[src/rtl/chain_score_sched.sv]
// rtl/chain_score_sched.sv - chaining-score scheduler: predecessor issue, score merge, anchor ring history
// Define CHAIN_BACKTRACK_EN to track the best predecessor distance and drive it on out_pred.
module chain_score_sched #(
  parameter int MAX_PRED  = 16,
  parameter int SCORE_LAT = 8,
  parameter int PW        = $clog2(MAX_PRED) + 1
) (
  input  logic          clk,
  input  logic          reset,
  input  logic          in_valid,
  output logic          in_ready,
  input  logic          in_first,
  input  logic [31:0]   in_rx,
  input  logic [31:0]   in_qx,
  input  logic [31:0]   in_w,
  input  logic [31:0]   cfg_w_avg,
  output logic [31:0]   sc_rx,
  output logic [31:0]   sc_ry,
  output logic [31:0]   sc_qx,
  output logic [31:0]   sc_qy,
  output logic [31:0]   sc_w,
  output logic [31:0]   sc_w_avg,
  output logic          sc_valid,
  input  logic [31:0]   sc_result,
  output logic          out_valid,
  input  logic          out_ready,
  output logic [31:0]   out_f,
  output logic [PW-1:0] out_pred
);

  localparam int AW = $clog2(MAX_PRED);
  localparam logic [SCORE_LAT-1:0] EXIT_MASK = SCORE_LAT'(1) << (SCORE_LAT - 1);

  typedef enum logic [1:0] {IDLE, ISSUE, DRAIN, OUT} state_t;
  state_t state_q;

  logic [31:0]          ring_rx [MAX_PRED];
  logic [31:0]          ring_qx [MAX_PRED];
  logic [31:0]          ring_f  [MAX_PRED];
  logic [AW-1:0]        wptr_q;
  logic [PW-1:0]        cnt_q, k_q, j_q;
  logic [31:0]          rx_q, qx_q, w_q, w_avg_q, best_q, ry_q, qy_q;
  logic                 sc_valid_q, out_valid_q;
  logic [SCORE_LAT-1:0] tag_v_q, tag_live_q;
`ifdef CHAIN_BACKTRACK_EN
  logic [PW-1:0]        tag_j_q [SCORE_LAT];
  logic [PW-1:0]        pred_q;
`else
  logic [PW-1:0]        ret_cnt_q;
`endif

  logic          accept, live, pending, ret_hit, take;
  logic [PW-1:0] k_d, j_d, ret_j;
  logic [AW-1:0] rd_idx, ret_idx;
  logic [31:0]   f_j, cand;
  logic [32:0]   sum;

  always_comb begin
    accept  = in_valid && in_ready;
    k_d     = in_first ? '0 : cnt_q;
    j_d     = (state_q == ISSUE) ? j_q + PW'(1) : PW'(1);
    rd_idx  = wptr_q - j_d[AW-1:0];
    live    = (ry_q < rx_q) && (qy_q < qx_q);
    // the exit stage is consumed this cycle, so only younger tags keep DRAIN waiting
    pending = |(tag_v_q & ~EXIT_MASK);
`ifdef CHAIN_BACKTRACK_EN
    ret_j   = tag_j_q[SCORE_LAT-1];
`else
    ret_j   = ret_cnt_q;
`endif
    ret_idx = wptr_q - ret_j[AW-1:0];
    f_j     = ring_f[ret_idx];
    sum     = {f_j[31], f_j} + {sc_result[31], sc_result};
    if (sum[32] != sum[31]) cand = sum[32] ? 32'h8000_0000 : 32'h7fff_ffff;
    else                    cand = sum[31:0];
    ret_hit = tag_v_q[SCORE_LAT-1] && tag_live_q[SCORE_LAT-1];
    take    = ret_hit && ($signed(cand) > $signed(best_q));
  end

  always_ff @(posedge clk or posedge reset) begin
    if (reset) begin
      state_q     <= IDLE;
      wptr_q      <= '0;
      cnt_q       <= '0;
      k_q         <= '0;
      j_q         <= '0;
      rx_q        <= '0;
      qx_q        <= '0;
      w_q         <= '0;
      w_avg_q     <= '0;
      best_q      <= '0;
      ry_q        <= '0;
      qy_q        <= '0;
      sc_valid_q  <= 1'b0;
      out_valid_q <= 1'b0;
      tag_v_q     <= '0;
      tag_live_q  <= '0;
`ifdef CHAIN_BACKTRACK_EN
      pred_q      <= '0;
      for (int s = 0; s < SCORE_LAT; s++) tag_j_q[s] <= '0;
`else
      ret_cnt_q   <= '0;
`endif
    end else begin
      tag_v_q[0]    <= sc_valid_q;
      tag_live_q[0] <= sc_valid_q && live;
      for (int s = 1; s < SCORE_LAT; s++) begin
        tag_v_q[s]    <= tag_v_q[s-1];
        tag_live_q[s] <= tag_live_q[s-1];
      end
`ifdef CHAIN_BACKTRACK_EN
      tag_j_q[0] <= j_q;
      for (int s = 1; s < SCORE_LAT; s++) tag_j_q[s] <= tag_j_q[s-1];
      if (take) pred_q <= ret_j;
`else
      // returns come back in issue order, so a counter recovers the distance
      if (tag_v_q[SCORE_LAT-1]) ret_cnt_q <= ret_cnt_q + PW'(1);
`endif
      if (take) best_q <= cand;

      case (state_q)
        IDLE: if (accept) begin
          rx_q    <= in_rx;
          qx_q    <= in_qx;
          w_q     <= in_w;
          w_avg_q <= cfg_w_avg;
          best_q  <= in_w;
          cnt_q   <= k_d;
          k_q     <= k_d;
          j_q     <= PW'(1);
`ifdef CHAIN_BACKTRACK_EN
          pred_q  <= '0;
`else
          ret_cnt_q <= PW'(1);
`endif
          if (k_d != '0) begin
            state_q    <= ISSUE;
            sc_valid_q <= 1'b1;
            ry_q       <= ring_rx[rd_idx];
            qy_q       <= ring_qx[rd_idx];
          end else begin
            state_q     <= OUT;
            out_valid_q <= 1'b1;
          end
        end
        ISSUE: if (j_q == k_q) begin
          sc_valid_q <= 1'b0;
          state_q    <= DRAIN;
        end else begin
          j_q  <= j_d;
          ry_q <= ring_rx[rd_idx];
          qy_q <= ring_qx[rd_idx];
        end
        DRAIN: if (!pending) begin
          state_q     <= OUT;
          out_valid_q <= 1'b1;
        end
        OUT: if (out_ready) begin
          out_valid_q <= 1'b0;
          state_q     <= IDLE;
          wptr_q      <= wptr_q + 1'b1;
          cnt_q       <= (cnt_q == PW'(MAX_PRED)) ? cnt_q : cnt_q + PW'(1);
        end
        default: state_q <= IDLE;
      endcase
    end
  end

  always_ff @(posedge clk) begin
    if (state_q == OUT && out_ready) begin
      ring_rx[wptr_q] <= rx_q;
      ring_qx[wptr_q] <= qx_q;
      ring_f[wptr_q]  <= best_q;
    end
  end

  assign in_ready  = (state_q == IDLE) && !reset;
  assign sc_valid  = sc_valid_q;
  assign sc_rx     = rx_q;
  assign sc_qx     = qx_q;
  assign sc_ry     = ry_q;
  assign sc_qy     = qy_q;
  assign sc_w      = w_q;
  assign sc_w_avg  = w_avg_q;
  assign out_valid = out_valid_q;
  assign out_f     = best_q;
`ifdef CHAIN_BACKTRACK_EN
  assign out_pred  = pred_q;
`else
  assign out_pred  = '0;
`endif

endmodule
[config.mk]
export PLATFORM = sky130hd
export DESIGN_NAME = chain_score_sched
export DESIGN_NICKNAME = d
export VERILOG_FILES = /design/src/rtl/chain_score_sched.sv
export SDC_FILE = /design/constraint.sdc
export NUM_CORES = 2
export LEC_CHECK = 0
export CAP_MARGIN = 30
export CORE_MARGIN = 2
export CORE_UTILIZATION = 45
export CTS_BUF_LIST = sky130_fd_sc_hd__clkbuf_2 sky130_fd_sc_hd__clkbuf_4 sky130_fd_sc_hd__clkbuf_8
export CTS_CLUSTER_SIZE = 25
export DETAILED_ROUTE_END_ITERATION = 8
export GPL_TIMING_DRIVEN = 1
export MAX_ROUTING_LAYER = met4
export PLACE_DENSITY_LB_ADDON = 0.15
export SYNTH_ARGS = -nofsm -noshare
export SYNTH_HDL_FRONTEND = slang
export SYNTH_SLANG_ARGS = --single-unit
export TNS_END_PERCENT = 50
[constraint.sdc]
create_clock -name clk -period 10 [get_ports clk]
set_clock_uncertainty 0.2 [all_clocks]
set_input_delay 3 -clock clk [delete_from_list [all_inputs] [get_ports clk]]
set_output_delay 3 -clock clk [all_outputs]
set_load 0.005 [all_outputs]
# [Word-level counts from Yosys, hierarchy flattened]
# Memory sizes are Yosys's and may differ from the RTL's.
# Cells that the tools add are included.
[totals] out_inout_bits=232 memories=3 latchBits=0 regBits=268 mem_bits_rw=1536 word_cells=108 romBits=0
[classes] div_mod_pow=0 addsub=7 multipliers=0 magnitude_cmp=3 bitwise_logic=0 n_reduce_logical=22 n_eq_ne=14 n_mux=42 n_shift=0
[memory_table] memory="ring_f" words=16 width=32 rd=1 rd_ports_with_merged_regs=0 write_ports=1 line="39" text="logic [31:0] ring_f [MAX_PRED];"
[memory_table] memory="ring_qx" words=16 width=32 rd=1 rd_ports_with_merged_regs=0 write_ports=1 line="38" text="logic [31:0] ring_qx [MAX_PRED];"
[memory_table] memory="ring_rx" words=16 width=32 rd=1 rd_ports_with_merged_regs=0 write_ports=1 line="37" text="logic [31:0] ring_rx [MAX_PRED];"
[op_table] op="$mux W32" n=11
[op_table] op="$pmux W32 S2" n=2
[op_table] op="$lt A32 B32 Y1" n=2
[op_table] op="$mux W5" n=10
[op_table] op="$add A32 B32 Y33" n=1
[op_table] op="$gt A32 B32 Y1" n=1
[op_table] op="$pmux W5 S2" n=2
[op_table] op="$reduce_and A4 Y1" n=4
[op_table] op="$add A5 B1 Y5 const B" n=3
[op_table] op="$ne A2 B2 Y1 const B" n=7
[op_table] op="$mux W2" n=5
[op_table] op="$mux W1" n=9
[op_table] op="$pmux W2 S4" n=1
[op_table] op="$sub A4 B4 Y4" n=2
[op_table] op="$logic_and A1 B1 Y1" n=7
[op_table] op="$reduce_or A7 Y1" n=1
[op_table] op="$eq A5 B5 Y1" n=1
[op_table] op="$eq A5 B5 Y1 const B" n=1
[op_table] op="$reduce_and A5 Y1" n=1
[op_table] op="$reduce_bool A5 Y1" n=1
[op_table] op="$add A4 B1 Y4 const B" n=1
[op_table] op="$eq A2 B2 Y1 const B" n=2
[op_table] op="$reduce_and A2 Y1" n=2
[op_table] op="$reduce_bool A2 Y1" n=2
[op_table] op="other kinds (9)" n=9

# [Logic depth before layout (Yosys ltp)]
# An unclocked memory read counts as a cell.
[logic_depth] ltp_word=10 mapped_depth=37 mapped_depth_nobuf=32

# [Worst setup path before layout]
# No wires, ideal clock.
[synth_timing] path_type="in2reg" from="in reset" to="reg qy_q[0], in the netlist sc_qy[0]" setup_slack_ps=-747 path_stages=7 arrival_time_ps=10422 setup_ps=125 n_path_buf=1 t_required_ps=9675 path_cell_list="inv_1 -> and3_1 -> a21oi_1 -> a21oi_2 -> o21ai_1 -> clkbuf_1 -> mux2_2"
[synth_between] elab_chain_cells=5
[synth_lines] element="start, declared" line="9" text="input logic reset,"
[synth_lines] element="$logic_not A1 Y1" line="177" text="assign in_ready = (state_q == IDLE) && !reset;"
[synth_lines] element="$logic_and A1 B1 Y1" line="177"
[synth_lines] element="$logic_and A1 B1 Y1" line="59" text="accept = in_valid && in_ready;"
[synth_lines] element="$ne A2 B2 Y1 (no source line)"
[synth_lines] element="$reduce_and A4 Y1 (no source line)"
[synth_lines] element="end signal, assigned" line="140" text="qy_q <= ring_qx[rd_idx];"
[synth_lines] element="end signal, assigned" line="152" text="qy_q <= ring_qx[rd_idx];"
[synth_lines] element="end, declared" line="42" text="logic [31:0] rx_q, qx_q, w_q, w_avg_q, best_q, ry_q, qy_q;"
# Every way passes these cells.
# A chain may end at the register's enable or synchronous reset.

# [Final worst setup path]
[layout_timing] from="reg wptr_q[0]" to="reg best_q[31], in the netlist out_f[31]"
[layout_between] elab_chain_cells=10
[layout_lines] element="start, declared" line="40" text="logic [AW-1:0] wptr_q;"
[layout_lines] element="start signal, assigned" line="161" text="wptr_q <= wptr_q + 1'b1;"
[layout_lines] element="$sub A4 B4 Y4 *" line="71" text="ret_idx = wptr_q - ret_j[AW-1:0];"
[layout_lines] element="$mem_v2 Z16 W32 *"
[layout_lines] element="$add A32 B32 Y33 *" line="73" text="sum = {f_j[31], f_j} + {sc_result[31], sc_result};"
[layout_lines] element="$mux W32 / $ne A1 B1 Y1 (equally long branches)" line="74" text="if (sum[32] != sum[31]) cand = sum[32] ? 32'h8000_0000 : 32'h7fff_ffff;"
[layout_lines] element="$mux W32 *" line="74"
[layout_lines] element="$gt A32 B32 Y1" line="77" text="take = ret_hit && ($signed(cand) > $signed(best_q));"
[layout_lines] element="$logic_and A1 B1 Y1" line="77"
[layout_lines] element="$mux W32 *" line="119" text="if (take) best_q <= cand;"
[layout_lines] element="$mux W32" line="122" text="IDLE: if (accept) begin"
[layout_lines] element="$mux W32 *" line="121" text="case (state_q)"
[layout_lines] element="end signal, assigned" line="119"
[layout_lines] element="end signal, assigned" line="127" text="best_q <= in_w;"
[layout_lines] element="end, declared" line="42"
# Every way passes the cells marked *; elsewhere a longest branch is shown, timed or not.

==> impl.org <==
** Run status
- Run status :: finished, final reports clean

** Placement
- IO buf count :: 391
- Summing all placed instances gives a cell area of 0.07980 mm2.
- Final weighted congestion in routability-driven placement :: 0.8686
- Detailed placement finished with a half-perimeter wire length of 105.9 mm.

** Synth
- After technology mapping, the gate count stands at 3845.
- Library cell with the largest summed area after synthesis :: sky130_fd_sc_hd__edfxtp_1
- After synthesis, the largest area contributor takes up 63.45% of total cell area.
- Post-synth top flop :: sky130_fd_sc_hd__edfxtp_1
- Of the post-synthesis cell area, the part taken by muxes is 15.30%.
- In this run, synthesis produced a sequential element count of 1803.
- XOR/XNOR Fraction of Synth Area :: 0.6144%
- For this run, the register share of the synthesized area comes to 72.64%.
- Synth Area in Simple Gates :: 3.692%
- Combinational family with the most area after synthesis :: multiplexers
- Post-synth cell types :: 73
- Area fraction in compound gates after synthesis :: 3.403%
- FFs w/ async S/R, synth :: 14.81%
- The synthesized design contains 1536 enable-type register cells.
- A synthesized cell averages 18.91 um2.
- Yosys warning count :: 0
- Mapped cell area :: 0.07270 mm2
- Share of synthesized cell area in full adder, half adder and majority cells :: 2.595%
- Leading post-synthesis cells by cell area :: sky130_fd_sc_hd__edfxtp_1 63%, sky130_fd_sc_hd__mux4_2 14%, sky130_fd_sc_hd__dfrtp_1 9.2%

** Timing
- Clock period minus final worst setup slack :: 8996 ps
- Headroom to the max-slew limit :: 30.66%
- The count of pins over their slew limit came to 0.
- On the final layout, the worst hold slack is 146.5 ps.
- Setup violators final :: 0
- Count of final hold-check violations :: 0
- Setup repair after global routing left no endpoint under its margin.
- For the pin with the worst max-slew slack, the measured transition is 1040 ps.
- Static timing analysis puts the maximum clock frequency at 111.2 MHz.
- Of the available clock period, the critical path in the final layout requires 89.96%.

** Worst setup path
- CP Data Arrival Time :: 9580 ps
- STA classifies the critical path endpoint as a register.
- The startpoint identified for the worst register-to-register timing path is wptr_q[0]$_DFFE_PP0P_.
- The largest single stage delay on the critical path is 1160 ps.
- Register-to-register path setup slack :: 1000 ps
- Critical Setup Path Class :: register to register
- STA puts the critical path data required time at 10590 ps.
- The slowest stage of the critical path is the sky130_fd_sc_hd__fa_4 cell.
- Of all nets on the critical path, the largest fanout is 36.
- Destination of the worst register-to-register timing path :: out_f[31]$_DFF_PP0_
- STA classifies the critical path startpoint as a register.
- The number of cells on the worst reg-to-reg path is 31.

** CTS
- H-tree depth :: 5
- Gates resized during post-CTS repair numbered 0.
- Clock-pin slew of the registers on the worst-case setup and hold paths :: 60 ps
- No sink is reached through more buffers than the 4 on the longest clock path.
- The tree is rooted in a sky130_fd_sc_hd__clkbuf_8.
- Clock tree synthesis found a total of 1803 sinks.
- TritonCTS clock tree :: built
- Number of buffers added to fix hold violations after cts :: 0
- Number of clock buffers inserted by TritonCTS :: 315
- Post-CTS timing repair inserted 0 buffers for setup.
- Clock insertion delay at the later pin of the skew report :: 970 ps

** Cells and area
- After routing the design area is 0.08605 mm2.
- Fraction of layout instances using a drive strength above 1 :: 24.98%
- Cells fill 53.59% of the core in the end.
- The net count of the finished layout is 4801.
- Summing all multi-input logic gate instances after layout gives 0.01886 mm2.
- Signed area change from the synthesized netlist to the final layout :: 18.36%
- The layout has 12820 filler cells.
- Commonest cells after routing, fill and taps aside :: 1536 x sky130_fd_sc_hd__edfxtp_1, 448 x sky130_fd_sc_hd__mux4_2, 402 x sky130_fd_sc_hd__nand2_1, 391 x sky130_fd_sc_hd__clkdlybuf4s50_1, 342 x sky130_fd_sc_hd__clkbuf_8
- Commonest non-fill, non-tap cell in the layout :: sky130_fd_sc_hd__edfxtp_1
- Across the whole layout, storage elements account for 0.05281 mm2.

** Worst hold path
- Endpoint of the worst hold-timing path :: tag_live_q[5]$_DFF_PP0_
- Startpoint of the lowest-slack hold path :: tag_live_q[4]$_DFF_PP0_
- Worst Hold Path Cells :: 0
- The worst hold path belongs to the class register to register.

** Die
- Width of the chip :: 405.9 um
- Floorplan die area :: 0.1648 mm2
- For this configuration, the core starts out at a cell density of 45.28%.
- Die Height :: 405.9 um
- Pin placement for this block handled 397 I/O pins.
- Number of cell rows :: 147
- The region available for standard cell placement spans 0.1606 mm2.

** Detailed routing
- The first TritonRoute pass finished after 7 iterations.
- Via count normalized by instance count :: 5.593
- For this block, the routed nets add up to 184.6 mm of wire.
- The routed layout has 38490 vias.
- Dividing the detail-routed wire length by the instance count gives 26.83 um.
- Number of antenna-violating nets in the routed design :: 0
- After the first detailed-routing iteration, the DRC count stood at 3154.
- For this run, design rule violations remaining after detail routing come to 0.

** Global route
- Global-route wire length before repair :: 268.6 mm
- Initial antenna violation count :: 7
- Global route total overflow :: 0
- Entering global routing, the biggest net connects 120 pins.
- Vias in the first global route :: 39540
- Global routing used 23.16% of the available tracks across all layers.

** Flow run
- Total of max-cap violations :: 0
-- state kept, by name (all words and copies together), names as in the netlist --
name        count
state_q         2
sc_w           32
wptr_q          4
ring_qx       512
ring_rx       512
tag_v_q         8
sc_rx          32
cnt_q           5
tag_live_q      8
sc_w_avg       32
ring_f        512
sc_valid        1
out_valid       1
k_q             5
sc_qy          32
j_q             5
out_f          32
sc_ry          32
sc_qx          32
ret_cnt_q       4
-- final cells by class --
class / instances / area share [%]
Clock inverter: 85 / 0.6369
Antenna cell: 7 / 0.02036
Multi-Input combinational cell: 1740 / 21.92
Timing Repair Buffer: 503 / 5.872
Clock buffer: 460 / 6.500
Tap cell: 2160 / 3.141
Sequential cell: 1803 / 61.37
Inverter: 124 / 0.5453
-- how the worst max path moves through the flow --
stage | end | depth (start not counted) | start | slack, ps
2_1_floorplan | ring_f[2][0]$_DFFE_PP_ | 2 | out_ready | -610
3_3_place_gp | out_f[27]$_DFF_PP0_ | 25 | sc_result[20] | 680
3_5_place_dp | out_f[22]$_DFF_PP0_ | 25 | sc_result[20] | 590
4_1_cts | out_f[28]$_DFF_PP0_ | 32 | wptr_q[0]$_DFFE_PP0P_ | 1020
5_1_grt | out_f[27]$_DFF_PP0_ | 32 | wptr_q[0]$_DFFE_PP0P_ | 520
6_report | out_f[31]$_DFF_PP0_ | 31 | wptr_q[0]$_DFFE_PP0P_ | 1000
-- cells by family (layout without fill, tap and decap cells) --
family                     after synthesis  after routing
other                                    1             12
xor gates and xnor gates                48             48
muxes                                  543            543
AOI/OAI and AO/OA                      378            378
DFF                                   1803           1803
and+or+nand+nor                        617            617
adders and majority gates              149            149
buffers and inverters                  306           1172
-- worst max-delay path: cells and delay by family, from the launching register on --
kind,cells,cell delay (ps)
AO/OA/AOI/OAI,10,1720
XOR/XNOR,1,140
adder cells (fa/ha/maj),5,2390
buffers and inverters,5,1290
flip-flops,1,430
multiplexers,3,880
AND/OR/NAND/NOR,7,1780
-- cells in the mapped netlist (41+ instances only) --
master                     number
sky130_fd_sc_hd__a21oi_1       71
sky130_fd_sc_hd__buf_2         43
sky130_fd_sc_hd__clkbuf_1     114
sky130_fd_sc_hd__dfrtp_1      267
sky130_fd_sc_hd__edfxtp_1    1536
sky130_fd_sc_hd__ha_1         146
sky130_fd_sc_hd__inv_1        123
sky130_fd_sc_hd__mux2_2        67
sky130_fd_sc_hd__mux4_2       448
sky130_fd_sc_hd__nand2_1      403
sky130_fd_sc_hd__nand3_1       41
sky130_fd_sc_hd__nor2_1        52
sky130_fd_sc_hd__o21ai_0      101
-- through the flow --
step / worst slack [ps] / instances / setup TNS [ps]
final: 1004 / 6882 / 0
after global routing: 517.6 / 6881 / 0
after CTS: 1016 / 6872 / 0
after global placement: 676.6 / 6320 / 0
after detailed placement: 586.3 / 6327 / 0
after floorplan: -613.1 / 3849 / -338120
-- layer usage --
metal / routed length, um / global-route usage (%) / vias up
li1: - / - / 16640
met1: 78160 / 30.99 / 20300
met2: 91780 / 37.12 / 1242
met3: 10520 / 3.879 / 314
met4: 4185 / 6.170 / 0
met5: 0 / - / -
Power is left out: the tool's default activity adds up to more than one toggle a clock period on the data nets, which glitch-free logic cannot reach.
